**src/rtl/chunked_add_sequencer.sv**
```systemverilog
// chunked_add_sequencer: wide add/subtract done one CHUNK-bit slice per cycle on a shared narrow adder

interface full_adder_intf #(parameter int W = 8);
    logic [W-1:0] a;
    logic [W-1:0] b;
    logic [W-1:0] sum;
    logic         cin;
    logic         cout;
endinterface

module ripple_adder_generic #(
    parameter int W = 8
) (
    input  logic [W-1:0] a,
    input  logic [W-1:0] b,
    input  logic         cin,
    output logic [W-1:0] sum,
    output logic         cout
);
    logic [W:0] c;
    // Bit-serial carry ripple across the slice
    always_comb begin
        c[0] = cin;
        for (int i = 0; i < W; i++) begin
            sum[i]   = a[i] ^ b[i] ^ c[i];
            c[i + 1] = (a[i] & b[i]) | (c[i] & (a[i] ^ b[i]));
        end
        cout = c[W];
    end
endmodule

module chunked_add_sequencer #(
    parameter int WIDTH = 32,
    parameter int CHUNK = 8
) (
    input  logic             clk,
    input  logic             rst_n,
    input  logic             in_valid,
    output logic             in_ready,
    input  logic [WIDTH-1:0] in_a,
    input  logic [WIDTH-1:0] in_b,
    input  logic             in_sub,
    input  logic             in_cin,
    output logic             out_valid,
    input  logic             out_ready,
    output logic [WIDTH-1:0] out_sum,
    output logic             out_cout,
    output logic             out_ovf,
    output logic             busy
);
    localparam int N  = WIDTH / CHUNK;
    localparam int KW = $clog2(N);

    typedef enum logic [1:0] {IDLE, RUN, DONE} state_t;

    state_t           state_q, state_d;
    logic [WIDTH-1:0] op_a_q, op_a_d;
    logic [WIDTH-1:0] op_b_q, op_b_d;
    logic [WIDTH-1:0] sum_q, sum_d;
    logic [KW-1:0]    k_q, k_d;
    logic             carry_q, carry_d;
    logic             cout_q, cout_d;
    logic             ovf_q, ovf_d;
    logic             valid_q, valid_d;
    logic             busy_q, busy_d;
    logic             last;

    full_adder_intf #(.W(CHUNK)) fa ();

    ripple_adder_generic #(.W(CHUNK)) u_add (
        .a    (fa.a),
        .b    (fa.b),
        .cin  (fa.cin),
        .sum  (fa.sum),
        .cout (fa.cout)
    );

    assign in_ready  = (state_q == IDLE);
    assign out_valid = valid_q;
    assign out_sum   = sum_q;
    assign out_cout  = cout_q;
    assign out_ovf   = ovf_q;
    assign busy      = busy_q;

    // Next-state logic: latch operands in IDLE, one slice per RUN cycle, hold in DONE
    always_comb begin
        fa.a    = op_a_q[int'(k_q) * CHUNK +: CHUNK];
        fa.b    = op_b_q[int'(k_q) * CHUNK +: CHUNK];
        fa.cin  = carry_q;
        last    = (k_q == KW'(N - 1));
        state_d = state_q;
        op_a_d  = op_a_q;
        op_b_d  = op_b_q;
        sum_d   = sum_q;
        k_d     = k_q;
        carry_d = carry_q;
        cout_d  = cout_q;
        ovf_d   = ovf_q;
        unique case (state_q)
            IDLE: if (in_valid) begin
                op_a_d  = in_a;
                op_b_d  = in_sub ? ~in_b : in_b;
                carry_d = in_sub ? 1'b1 : in_cin;
                k_d     = '0;
                state_d = RUN;
            end
            RUN: begin
                sum_d[int'(k_q) * CHUNK +: CHUNK] = fa.sum;
                carry_d = fa.cout;
                k_d     = last ? '0 : k_q + 1'b1;
                if (last) begin
                    cout_d  = fa.cout;
                    ovf_d   = (fa.a[CHUNK-1] == fa.b[CHUNK-1]) && (fa.sum[CHUNK-1] != fa.a[CHUNK-1]);
                    state_d = DONE;
                end
            end
            DONE: state_d = out_ready ? IDLE : DONE;
            default: state_d = IDLE;
        endcase
        valid_d = (state_d == DONE);
        busy_d  = (state_d != IDLE);
    end

    // State and registered outputs, cleared asynchronously
    always_ff @(posedge clk or negedge rst_n) begin
        if (!rst_n) begin
            state_q <= IDLE;
            op_a_q  <= '0;
            op_b_q  <= '0;
            sum_q   <= '0;
            k_q     <= '0;
            carry_q <= 1'b0;
            cout_q  <= 1'b0;
            ovf_q   <= 1'b0;
            valid_q <= 1'b0;
            busy_q  <= 1'b0;
        end else begin
            state_q <= state_d;
            op_a_q  <= op_a_d;
            op_b_q  <= op_b_d;
            sum_q   <= sum_d;
            k_q     <= k_d;
            carry_q <= carry_d;
            cout_q  <= cout_d;
            ovf_q   <= ovf_d;
            valid_q <= valid_d;
            busy_q  <= busy_d;
        end
    end
endmodule

```
**config.mk**
```make
export PLATFORM = sky130hd
export DESIGN_NAME = chunked_add_sequencer
export DESIGN_NICKNAME = d
export VERILOG_FILES = /design/src/rtl/chunked_add_sequencer.sv
export SDC_FILE = /design/constraint.sdc
export NUM_CORES = 1
export LEC_CHECK = 0
export CORE_ASPECT_RATIO = 1.4
export CORE_MARGIN = 2
export CORE_UTILIZATION = 57
export CTS_BUF_LIST = sky130_fd_sc_hd__clkbuf_4 sky130_fd_sc_hd__clkbuf_8
export CTS_CLUSTER_SIZE = 10
export DETAILED_ROUTE_END_ITERATION = 12
export PLACE_DENSITY = 0.88
export SLEW_MARGIN = 15
export SYNTH_ARGS = -nofsm -noshare
export SYNTH_HDL_FRONTEND = slang
export SYNTH_SLANG_ARGS = --single-unit
```
**constraint.sdc**
```tcl
create_clock -name clk -period 9.13 [get_ports clk]
set_input_delay 1.826 -clock clk [delete_from_list [all_inputs] [get_ports clk]]
set_output_delay 1.826 -clock clk [all_outputs]
set_load 0.05 [all_outputs]
```
==> results.json <==
{
  "yosysMostFrequentCell": "dfrtp_1",
  "cts_tree": "yes",
  "wl_per_cell_um": 17.70,
  "syn_nets": 464,
  "drv_cap": 0,
  "yosysWarnings": 0,
  "top_layer": "met4",
  "met1_length_um": 3960,
  "dieArea_mm2": 0.009352,
  "synthTopCellsByArea": "dfrtp_1, mux2_2, mux4_2, xnor2_1, o2bb2ai_1",
  "gp_congestion": 0.8632,
  "drtIter0Drc": 158,
  "cts.sinks": 105,
  "fmax_ghz": 0.1902,
  "path_clk_slew_ns": 0.09,
  "rsz0062_at_grt": "false",
  "yosysUniqueCellTypes": 32,
  "synth_common_cells": "dfrtp_1, nor2_1, a21oi_1, mux2_2, xnor2_1",
  "utilization_pct": 72.99,
  "syn_inst": 379,
  "fin_total_pwr_mw": 2.453,
  "route.detailed.drc": 0,
  "synth-edff-count": 0,
  "grt_use_total_pct": 24.31,
  "cts_buffer_depth": 2,
  "end_kind": "flop",
  "wl_um": 10350,
  "grt_pass1_wl_um": 16680,
  "pin_count": 107,
  "synth-main-ff-cell": "dfrtp_1",
  "criticalPathCategory": "reg -> reg",
  "intPower_mw": 1.396,
  "clkPwrFrac_pct": 11.4,
  "drtAntennaViolNets": 0,
  "core_area_mm2": 0.008458,
  "peakVddDrop_mv": 0.2224,
  "seqPwrFrac_pct": 33.5,
  "cts_setup_buffers": 0,
  "synthArstFlopShare_pct": 100.0,
  "cp_max_fo": 21,
  "p_comb_share_pct": 55.2,
  "viasPerCell": 5.631,
  "cts_buffers": 9,
  "worstPathRequired_ns": 9.40,
  "drv_slew": 0,
  "vias": 3294,
  "io_buffers": 106,
  "wl_met2_um": 5565,
  "cts_resized": 0,
  "power_leakage_nw": 2.561,
  "wl_met3_um": 443,
  "synth_top_cell_by_area": "dfrtp_1",
  "die_w_um": 82.31,
  "n_fill_cell": 555,
  "synth_top_area_share_pct": 53.69,
  "synth.avg_cell_area_um2": 12.91,
  "syn-cell-area_mm2": 0.004893,
  "cts_hold_buf": 0,
  "critPathLaunchType": "flop",
  "period_share_pct": 57.58,
  "timing.final.crit_period_ns": 5.257,
  "p_per_area_mw_per_mm2": 397.3,
  "grt_pass1_vias": 3458,
  "rows": 40,
  "diodes": 0,
  "yosysSeqAreaShare_pct": 53.69,
  "seq_area_mm2": 0.002628,
  "relSlewSlack_pct": 35.27,
  "drive_gt1_share_pct": 15.63,
  "h-tree-depth": 3,
  "place_area_mm2": 0.005973,
  "dp_hpwl_um": 7698,
  "grt_max_degree": 97,
  "setup_tns_ns": 0,
  "final_cells": 585,
  "hp-class": "reg -> reg",
  "start_util_pct": 57.86,
  "finalSetupViolCount": 0,
  "final_nets": 560,
  "die_h_um": 113.6,
  "multi_input_area_mm2": 0.002059,
  "fin_area_mm2": 0.006173,
  "area_growth_pct": 26.16,
  "ys_ff_latch": 105,
  "hold_viol": 0,
  "grt_antenna_before_repair": 0,
  "clock_skew_ns": 0.009030,
  "place_inst": 569,
  "grt_overflow": 0,
  "drt-pass1-iter-count": 6,
  "clk_latency_ns": 0.37,
  "swShare_pct": 43.09,
  "status": "complete, no violations",
  "power.switching_mw": 1.057,
  "critPathArrivalTime_ns": 5.53,
  "clock-root-buffer": "clkbuf_8",
  "tightest_slew_ns": 0.9709
}
placed cells by master (no fill, tap or decap):
cell / count
o31ai_1: 2
a22o_1: 7
or4_1: 2
buf_4: 3
clkdlybuf4s50_1: 104
nor4_1: 2
xnor2_1: 33
inv_1: 21
buf_2: 1
dfrtp_1: 105
ha_1: 7
clkbuf_8: 13
mux2i_1: 1
nand3_1: 2
mux2_2: 33
nor2b_1: 1
o21bai_1: 1
nor3b_4: 1
clkinv_2: 2
nand2b_4: 1
nand3b_1: 1
nor3_1: 1
buf_6: 1
and4bb_2: 1
fa_1: 8
clkbuf_4: 1
nand2_1: 12
mux4_2: 16
o221a_2: 1
and3_1: 1
nor2_1: 35
or3b_2: 1
o2bb2ai_1: 26
a21oi_1: 33
flip-flops by register name (all words and copies together) (netlist names):
name / flops
out_ovf: 1
out_sum: 32
out_cout: 1
op_b_q: 32
op_a_q: 32
state_q: 2
carry_q: 1
out_valid: 1
busy: 1
k_q: 2
power by group through the flow:
stage               Combinational (mW)  Sequential, mW  Clock (mW)
floorplan                        0.836           0.947           0
global placement                  1.30           0.815           0
detailed placement                1.35           0.829           0
CTS                               1.36           0.820       0.284
global route                      1.48           0.841       0.304
finish                            1.35           0.821       0.279
critical path: stages, from the launching register on:
cell and delay (ns):
dfrtp_1 0.90, mux4_2 0.34, inv_1 0.05, fa_1 0.41
fa_1 0.46, fa_1 0.46, fa_1 0.42, inv_1 0.09
fa_1 0.17, inv_1 0.05, fa_1 0.43, fa_1 0.38
inv_1 0.08, fa_1 0.50, xnor2_1 0.17, o31ai_1 0.23
through the flow:
step,hold slack [ns],worst slack (ns)
finish,0.4952,3.873
global route,0.5092,3.541
CTS,0.4987,3.838
detailed placement,0.4754,3.922
global placement,0.4730,4.024
floorplan,0.4752,4.274
layout make-up:
type                            count  area share (%)
Clock inverter                      2          0.1621
Inverter                           21           1.277
Tap cell                          105           2.128
Sequential cell                   105           42.56
Timing Repair Buffer              109           17.49
Clock buffer                       14           3.020
Multi-Input combinational cell    229           33.36
logic make-up (layout without fill, tap and decap cells):
family / count (synthesis) / count (layout) / synth area share [%]
buffers and inverters: 45 / 146 / 4.219
xor gates and xnor gates: 33 / 33 / 5.906
DFF: 105 / 105 / 53.69
AOI/OAI and AO/OA: 70 / 70 / 9.972
and+or+nand+nor: 61 / 61 / 5.983
adders and majority gates: 15 / 15 / 5.062
muxes: 50 / 50 / 15.16
worst paths after layout:
kind,endpoint,startpoint,slack (ns),depth (start not counted)
worst max-delay path,out_ovf,k_q[1],3.87,15
worst min-delay path,out_sum[24],out_sum[24],0.50,1
worst max register to register,out_ovf,k_q[1],3.87,15
worst min register to register,out_sum[24],out_sum[24],0.50,1
max in group asynchronous,op_a_q[8],rst_n,6.81,2
min in group asynchronous,op_a_q[11],rst_n,1.29,1
per-layer routing:
metal | vias to the layer above | GRT usage, %
li1 | 1513 | -
met1 | 1632 | 29.41
met2 | 122 | 40.91
met3 | 27 | 4.193
met4 | 0 | 12.67
met5 | - | 0
(Power assumes the default switching activity.)
